--- config.mk ---
export PLATFORM = sky130hd
export DESIGN_NAME = apb_req_arbiter
export DESIGN_NICKNAME = d
export VERILOG_FILES = /design/src/rtl/apb_req_arbiter.sv
export SDC_FILE = /design/constraint.sdc
export NUM_CORES = 1
export LEC_CHECK = 0
export ABC_CLOCK_PERIOD_IN_PS = 2600
export CORE_AREA = 4 4 117 119
export DETAILED_ROUTE_END_ITERATION = 12
export DIE_AREA = 0 0 121 123
export GPL_TIMING_DRIVEN = 0
export PLACE_DENSITY = 0.79
export SETUP_SLACK_MARGIN = 0.4
export SYNTH_ARGS = -nofsm -noshare
export SYNTH_HDL_FRONTEND = slang
export SYNTH_SLANG_ARGS = --single-unit
--- constraint.sdc ---
create_clock -name PCLK -period 2.6 [get_ports PCLK]
set_input_delay 0.26 -clock PCLK [delete_from_list [all_inputs] [get_ports PCLK]]
set_output_delay 0.26 -clock PCLK [all_outputs]
set_load 0.05 [all_outputs]
--- src/rtl/apb_req_arbiter.sv ---
// rtl/apb_req_arbiter.sv - round-robin arbiter sharing one APB master command port between requesters
module apb_req_arbiter #(
    parameter int NUM_REQ     = 4,
    parameter int ADDR_W      = 8,
    parameter int DATA_W      = 32,
    parameter int STRB_W      = 4,
    parameter int TIMEOUT_CYC = 64
) (
    input  logic                        PCLK,
    input  logic                        PRESET,
    input  logic [NUM_REQ-1:0]          req_valid,
    output logic [NUM_REQ-1:0]          req_ready,
    input  logic [NUM_REQ-1:0]          req_write,
    input  logic [NUM_REQ*ADDR_W-1:0]   req_addr,
    input  logic [NUM_REQ*DATA_W-1:0]   req_wdata,
    input  logic [NUM_REQ*STRB_W-1:0]   req_strb,
    output logic [NUM_REQ-1:0]          rsp_valid,
    output logic [DATA_W-1:0]           rsp_rdata,
    output logic                        rsp_error,
    output logic                        rsp_timeout,
    output logic                        busy,
    output logic [$clog2(NUM_REQ)-1:0]  grant_id,
    output logic                        transfer,
    output logic                        write_read,
    output logic [ADDR_W-1:0]           addr_in,
    output logic [DATA_W-1:0]           wdata_in,
    output logic [STRB_W-1:0]           strb_in,
    input  logic                        transfer_done,
    input  logic                        error,
    input  logic [DATA_W-1:0]           rdata_out
);

    localparam int ID_W  = $clog2(NUM_REQ);
    localparam int CNT_W = (TIMEOUT_CYC > 1) ? $clog2(TIMEOUT_CYC) : 1;
    // Last counter value of an ISSUE phase before the watchdog fires.
    localparam logic [CNT_W-1:0] TO_LAST = CNT_W'((TIMEOUT_CYC == 0) ? 0 : TIMEOUT_CYC - 1);
    localparam logic [NUM_REQ-1:0] ONE_HOT0 = {{(NUM_REQ-1){1'b0}}, 1'b1};

    typedef enum logic [1:0] {S_IDLE, S_ISSUE, S_RESP} state_t;

    state_t              state_q, state_d;
    logic [ID_W-1:0]     last_q, last_d;
    logic [ID_W-1:0]     grant_q, grant_d;
    logic                wr_q, wr_d;
    logic [ADDR_W-1:0]   addr_q, addr_d;
    logic [DATA_W-1:0]   wdata_q, wdata_d;
    logic [STRB_W-1:0]   strb_q, strb_d;
    logic [CNT_W-1:0]    cnt_q, cnt_d;
    logic [DATA_W-1:0]   rdata_q, rdata_d;
    logic                err_q, err_d;
    logic                to_q, to_d;

    logic                win_found;
    logic [ID_W-1:0]     win_id;
    logic [ID_W-1:0]     cand;

    // Round-robin search starting just after the last served requester.
    always_comb begin
        win_found = 1'b0;
        win_id    = '0;
        cand      = '0;
        for (int k = 1; k <= NUM_REQ; k++) begin
            cand = ID_W'((int'(last_q) + k) % NUM_REQ);
            if (!win_found && req_valid[cand]) begin
                win_found = 1'b1;
                win_id    = cand;
            end
        end
    end

    // Next-state logic: accept in IDLE, wait for completion or watchdog in ISSUE, pulse response in RESP.
    always_comb begin
        state_d = state_q;
        last_d  = last_q;
        grant_d = grant_q;
        wr_d    = wr_q;
        addr_d  = addr_q;
        wdata_d = wdata_q;
        strb_d  = strb_q;
        cnt_d   = cnt_q;
        rdata_d = rdata_q;
        err_d   = err_q;
        to_d    = to_q;
        case (state_q)
            S_IDLE: begin
                if (win_found) begin
                    wr_d    = req_write[win_id];
                    addr_d  = req_addr[int'(win_id)*ADDR_W +: ADDR_W];
                    wdata_d = req_wdata[int'(win_id)*DATA_W +: DATA_W];
                    strb_d  = req_strb[int'(win_id)*STRB_W +: STRB_W];
                    grant_d = win_id;
                    cnt_d   = '0;
                    state_d = S_ISSUE;
                end
            end
            S_ISSUE: begin
                cnt_d = cnt_q + 1'b1;
                if (transfer_done) begin
                    rdata_d = wr_q ? '0 : rdata_out;
                    err_d   = error;
                    to_d    = 1'b0;
                    last_d  = grant_q;
                    state_d = S_RESP;
                end else if (TIMEOUT_CYC != 0 && cnt_q == TO_LAST) begin
                    rdata_d = '0;
                    err_d   = 1'b1;
                    to_d    = 1'b1;
                    last_d  = grant_q;
                    state_d = S_RESP;
                end
            end
            S_RESP: begin
                cnt_d   = '0;
                state_d = S_IDLE;
            end
            default: state_d = S_IDLE;
        endcase
    end

    // State and datapath registers; reset drops any in-flight command.
    always_ff @(posedge PCLK) begin
        if (PRESET) begin
            state_q <= S_IDLE;
            last_q  <= ID_W'(NUM_REQ - 1);
            grant_q <= '0;
            wr_q    <= 1'b0;
            addr_q  <= '0;
            wdata_q <= '0;
            strb_q  <= '0;
            cnt_q   <= '0;
            rdata_q <= '0;
            err_q   <= 1'b0;
            to_q    <= 1'b0;
        end else begin
            state_q <= state_d;
            last_q  <= last_d;
            grant_q <= grant_d;
            wr_q    <= wr_d;
            addr_q  <= addr_d;
            wdata_q <= wdata_d;
            strb_q  <= strb_d;
            cnt_q   <= cnt_d;
            rdata_q <= rdata_d;
            err_q   <= err_d;
            to_q    <= to_d;
        end
    end

    // Output decode from registered state.
    always_comb begin
        req_ready   = (!PRESET && state_q == S_IDLE && win_found) ? (ONE_HOT0 << win_id) : '0;
        rsp_valid   = (state_q == S_RESP) ? (ONE_HOT0 << grant_q) : '0;
        transfer    = (state_q == S_ISSUE);
        busy        = (state_q != S_IDLE);
        grant_id    = grant_q;
        write_read  = wr_q;
        addr_in     = addr_q;
        wdata_in    = wdata_q;
        strb_in     = strb_q;
        rsp_rdata   = rdata_q;
        rsp_error   = err_q;
        rsp_timeout = to_q;
    end

endmodule

# Word level (Yosys, flattened, before mapping)
# Cells that the tools add are included.
totals:
  input_bits: 220
  elab_cells: 82
  out_inout_bits: 91
  reg_bits: 91
classes:
  reduce_logical: 17
  n_eq_ne: 5
  n_addsub: 5
  order_cmp: 5
  shifts: 5
  n_mux: 34
op_table:
  columns: ["operator", "count"]
  rows:
  - ["indexed part select 128 x 8 -> 32 bit", 1]
  - ["two-way mux 32 bit", 3]
  - ["indexed part select 32 x 6 -> 8 bit", 1]
  - ["two-way mux 2 bit", 9]
  - ["one-hot mux 6 bit (3 select lines)", 1]
  - ["indexed part select 16 x 5 -> 4 bit", 1]
  - ["less-than comparator 2 x 3 -> 1 bit, second input constant", 5]
  - ["two-way mux 1 bit", 12]
  - ["binary-select mux 1 bit (select 2 bit)", 5]
  - ["two-way mux 4 bit", 2]
  - ["AND reduction 2 bit", 4]
  - ["<< shifter 1 x 2 -> 4 bit, first input constant", 2]
  - ["adder 6 x 1 -> 6 bit, second input constant", 1]
  - ["== test 6 bit, second input constant", 1]
  - ["two-way mux 6 bit", 1]
  - ["logical AND 1 bit", 5]
  - ["adder 2 x 1 -> 2 bit, second input constant", 2]
  - ["adder 2 bit, second input constant", 2]
  - ["logical NOT 1 bit", 4]
  - ["one-hot mux 2 bit (2 select lines)", 1]
  - ["nonzero test 2 bit", 2]
  - ["!= test 3 x 1 -> 1 bit, second input constant", 1]
  - ["nonzero test 3 bit", 1]
  - ["== test 2 x 1 -> 1 bit, second input constant", 1]
  - ["3 further kinds", 3]

# Logic depth before layout (Yosys ltp)
logic_depth:
  depth_word: 15
  depth_mapped: 8
  mapped_depth_nobuf: 6

# Worst setup path before layout
# No wires, ideal clock.
synth_path:
  path_type: "register to output"
  startpoint: "register state_q[0]"
  endpoint: "output port req_ready[3]"
  t_required_ns: 2.340
  path_buffers: 1
  t_arrival_ns: 2.679
  path_stages_with_launch: 4
  slack_ns: -0.339
  cell_sequence: "dfxtp_1 or2_2 clkbuf_1 nor4b_1"
synth_between:
  elab_chain_len: 4
synth_lines:
  columns: ["item", "line", "rtl"]
  rows:
  - ["start: declaration", "41", "state_t state_q, state_d;"]
  - ["start signal: assignment", "135", "state_q <= state_d;"]
  - ["logical NOT 2 bit", "151", "req_ready = (!PRESET && state_q == S_IDLE && win_found) ? (ONE_HOT0 << win_id) : '0;"]
  - ["logical AND 1 bit (2 in a row)", "151", null]
  - ["two-way mux 4 bit", "151", null]
  - ["end: declaration", "12", "output logic [NUM_REQ-1:0] req_ready,"]
# Every way passes these cells.

# Final worst setup path
layout_path:
  startpoint: "register last_q[0]"
  endpoint: "output port req_ready[0]"
layout_between:
  elab_chain_len: 15
  word_cells_on_any_way: 29
  cone_classes: "add/sub (4); shift (1); mux (17); reduce/logical (7)"
layout_lines:
  columns: ["item", "line", "rtl"]
  rows:
  - ["start: declaration", "42", "logic [ID_W-1:0] last_q, last_d;"]
  - ["start signal: assignment", "124", "last_q <= ID_W'(NUM_REQ - 1);"]
  - ["start signal: assignment", "136", "last_q <= last_d;"]
  - ["adder 2 x 1 -> 2 bit", "63", "cand = ID_W'((int'(last_q) + k) % NUM_REQ);"]
  - ["binary-select mux 1 bit (select 2 bit)", "64", "if (!win_found && req_valid[cand]) begin"]
  - ["two-way mux 1 bit (implied by the code)", "64", null]
  - ["two-way mux 1 bit", "64", null]
  - ["logical NOT 1 bit", "64", null]
  - ["logical AND 1 bit", "64", null]
  - ["two-way mux 1 bit", "64", null]
  - ["logical NOT 1 bit", "64", null]
  - ["logical AND 1 bit", "64", null]
  - ["two-way mux 1 bit", "64", null]
  - ["logical NOT 1 bit", "64", null]
  - ["logical AND 1 bit", "64", null]
  - ["two-way mux 2 bit / two-way mux 1 bit (equally long branches)", "64", null]
  - ["<< shifter 1 x 2 -> 4 bit / logical AND 1 bit (equally long branches)", "151", null]
  - ["two-way mux 4 bit (*)", "151", null]
# Every way passes the cells marked *; elsewhere a longest branch is shown, timed or not. The select of a mux whose other input is x is not followed.

==> flow_metrics.py <==
metrics = {
    "outcome": {
        "status": "finished clean",
    },
    "grt": {
        "grt.total_usage_pct": 25.3,
        "grt_overflow_total": 0,
        "grt_pass1_wl_um": 29000,
        "grt_pass1_vias": 5205,
        "grt_max_degree": 20,
        "antenna_found_initial": 0,
    },
    "drt": {
        "drc": 0,
        "wl_met1_um": 7590,
        "drt_wl_total_um": 20000,
        "wl_per_cell_um": 21.2,
        "avgViaCountPerCell": 5.48,
        "met2WireLength_um": 10100,
        "dr.pass1.iters": 6,
        "wl_met3_um": 1740,
        "highest_layer": "met4",
        "detail-route-antenna-nets": 0,
        "dr_total_vias": 5160,
        "drt_iter0_drc": 489,
    },
    "cells_and_area": {
        "final_util_pct": 62.1,
        "fillers": 1094,
        "fin_area_sq_um": 7810,
        "layout-drive-gt1-share_pct": 10.6,
        "seq_area_sq_um": 1820,
        "area_growth_pct": 89.4,
        "antenna_cells": 0,
        "fin_nets": 986,
        "multiInputGateArea_sq_um": 2070,
        "stdcell_count": 942,
    },
    "worst_hold_path": {
        "min_from": "req_wdata[108]",
        "hold_path.class": "in2reg",
    },
    "sta": {
        "rsz0062_at_grt": "no",
        "slew_headroom_pct": 56.2,
        "hold_viol": 0,
        "layout_min_cycle_time_ps": 2110,
        "holdWs_ps": 481,
        "setup_violations": 0,
        "report.final.slew_viol_count": 0,
        "finClkSkew_ps": 8.62,
        "max_freq_mhz": 473,
        "worst_pin_slew_ps": 652,
        "min_period_over_period_pct": 81.2,
    },
    "logic_synthesis": {
        "synth_area_per_cell_sq_um": 9.31,
        "ys_seq_elements": 91,
        "syn-cell-area_sq_um": 4120,
        "synthCells": 443,
        "yosys_warnings": 0,
        "synth_mux_area_share_pct": 0.243,
        "synth-compound-area-share_pct": 32.4,
        "synthXorXnorAreaFrac_pct": 0,
        "synth_fa_ha_area_share_pct": 0.303,
        "syn-num-nets": 664,
        "synth.distinct_cells": 40,
        "yosys.area_share.simple_pct": 16.2,
        "seq_area_frac_synth_pct": 44.2,
        "synth_top_family_by_area": "compound AO/OA/AOI/OAI gates",
    },
    "die": {
        "design.die.area_sq_um": 14900,
        "die_w_um": 121,
        "coreArea_sq_um": 12600,
        "pin_count": 311,
        "rows": 41,
        "die_h_um": 123,
        "initial_core_util_pct": 32.8,
    },
    "clock_network": {
        "cts_tree": "yes",
        "cts_buffers": 9,
        "cts_num_sinks": 91,
        "root_buffer": "clkbuf_16",
        "clock_latency_ps": 350,
        "htree_levels": 3,
        "clock_path_buffers": 2,
        "cts_hold_buf": 0,
        "path_clk_slew_ps": 70,
    },
    "power": {
        "p_leak_uw": 0.00295,
        "ir_worst_vdd_uv": 452,
        "p_per_area_nw_per_um2": 593,
        "power.total_uw": 4630,
    },
    "setup_path": {
        "cp_data_arrival_time_ps": 1850,
        "crit_fanout": 10,
        "path_class": "reg2out",
        "endpoint_kind": "primary output",
        "r2r_start": "cnt_q[0]$_SDFFE_PP0P_",
        "required_ps": 2340,
        "critPathLaunchType": "flop",
        "startpoint": "last_q[0]$_SDFFE_PP1P_",
    },
    "placement": {
        "gp_congestion": 0.859,
        "placed_area_sq_um": 7440,
        "placed_cells": 923,
        "io_buffers": 308,
        "hpwl_um": 15600,
    },
    "flow_run": {
        "max-cap-violations": 0,
    },
}
[final timing paths]
| path | to | slack [ps] | cells past startpoint |
|---|---|---|---|
| worst min-delay path | wdata_in[12]$_SDFFE_PP0P_ | 480 | 3 |
| worst min register to register | rsp_rdata[16]$_SDFFE_PP0P_ | 480 | 1 |
| worst max-delay path | req_ready[0] | 490 | 6 |
| worst max register to register | rsp_rdata[9]$_SDFFE_PP0P_ | 540 | 7 |
[sequential cells by signal (all words and copies together) (netlist names)]
signal	flops
cnt_q	6
wdata_in	32
strb_in	4
state_q	2
last_q	2
rsp_timeout	1
addr_in	8
grant_id	2
write_read	1
rsp_rdata	32
rsp_error	1
[per-stage QoR]
stage          setup WS, ps  TNS, ps
6_report                488        0
5_1_grt                 384        0
4_1_cts                 421        0
3_5_place_dp           -574    -1400
3_3_place_gp           -564    -1420
2_1_floorplan           341        0
[report_power, final]
part           leakage (uW)  total (uW)  switching (uW)  internal (uW)
clock              0.000151        1330             637            689
sequential         0.000748        1600            79.6           1530
combinational       0.00205        1700             968            735
[layout make-up]
class	count	share of cell area, %
sequential	91	23.3
buffer	46	3.65
multi-input combinational	302	26.5
tap	172	2.76
inverter	4	0.192
clock inverter	7	1.01
timing repair buffer	311	39.6
clock buffer	9	2.88
[logic make-up (layout without fill, tap and decap cells)]
kind of cell	count (synthesis)	in the layout
AND/OR/NAND/NOR	150	150
adder cells (fa/ha/maj)	1	1
multiplexers	1	1
flip-flops	91	91
buffers and inverters	50	377
AO/OA/AOI/OAI	150	150
[layer usage]
layer | track usage (%) | vias to the layer above
met2 | 44.4 | 263
met3 | 8.46 | 36
li1 | - | 2383
met5 | 0 | -
met1 | 28.8 | 2478
met4 | 8.99 | 0
[timing repair]
action,4_1_cts,5_1_grt
resized for setup,39,14
pin swaps,2,1
setup buffers,3,0
endpoints found under the setup margin,10,34
gates cloned,0,0
[critical path, cell delays in order (launching register included)]
cell and delay (ps):
dfxtp_2 360, nand2b_4 170, a22oi_1 250, o2bb2ai_4 120, buf_4 200, and3b_2 220
buf_4 190
[synth_stat cells]
cell type / number / area (sq um)
a22oi_1: 2 / 15.0
nor2b_1: 2 / 12.5
o22ai_1: 1 / 6.26
clkbuf_1: 9 / 33.8
o2bb2ai_4: 1 / 27.5
nand3b_1: 4 / 30.0
o21ai_0: 6 / 30.0
nor2_1: 68 / 255
dfxtp_1: 91 / 1820
buf_6: 4 / 45.0
nand2b_4: 1 / 13.8
a31oi_1: 1 / 6.26
mux2i_1: 1 / 10.0
a211oi_1: 3 / 22.5
o21a_1: 1 / 7.51
buf_2: 28 / 140
nor3_2: 1 / 10.0
buf_4: 5 / 37.5
inv_2: 2 / 7.51
nand3_1: 1 / 5.00
inv_1: 2 / 7.51
a211o_1: 1 / 8.76
a221oi_1: 2 / 17.5
nor4_1: 2 / 12.5
nor2_2: 1 / 6.26
or2_2: 1 / 6.26
nor2_4: 2 / 22.5
a22o_1: 32 / 280
a311oi_1: 45 / 394
a21oi_1: 9 / 45.0
nand2b_1: 4 / 25.0
nor4b_1: 1 / 8.76
and3_1: 3 / 18.8
a222oi_1: 45 / 450
nor3b_1: 2 / 15.0
and3b_1: 2 / 17.5
a311oi_4: 1 / 26.3
nand2_1: 52 / 195
ha_1: 1 / 12.5
nor3_1: 3 / 15.0
[cell usage in the layout, fill, tap and decap left out, types with 5 or more instances in the layout]
cell type,n
a22o_1,32
buf_2,27
buf_4,11
a222oi_1,45
nor2_1,67
clkbuf_1,5
dlygate4sd2_1,6
clkbuf_16,9
a311oi_1,45
clkdlybuf4s50_1,296
dfxtp_1,90
nand2_1,52
a21oi_1,8
o21ai_0,6
Note: power is estimated with default switching activity, not from simulation.
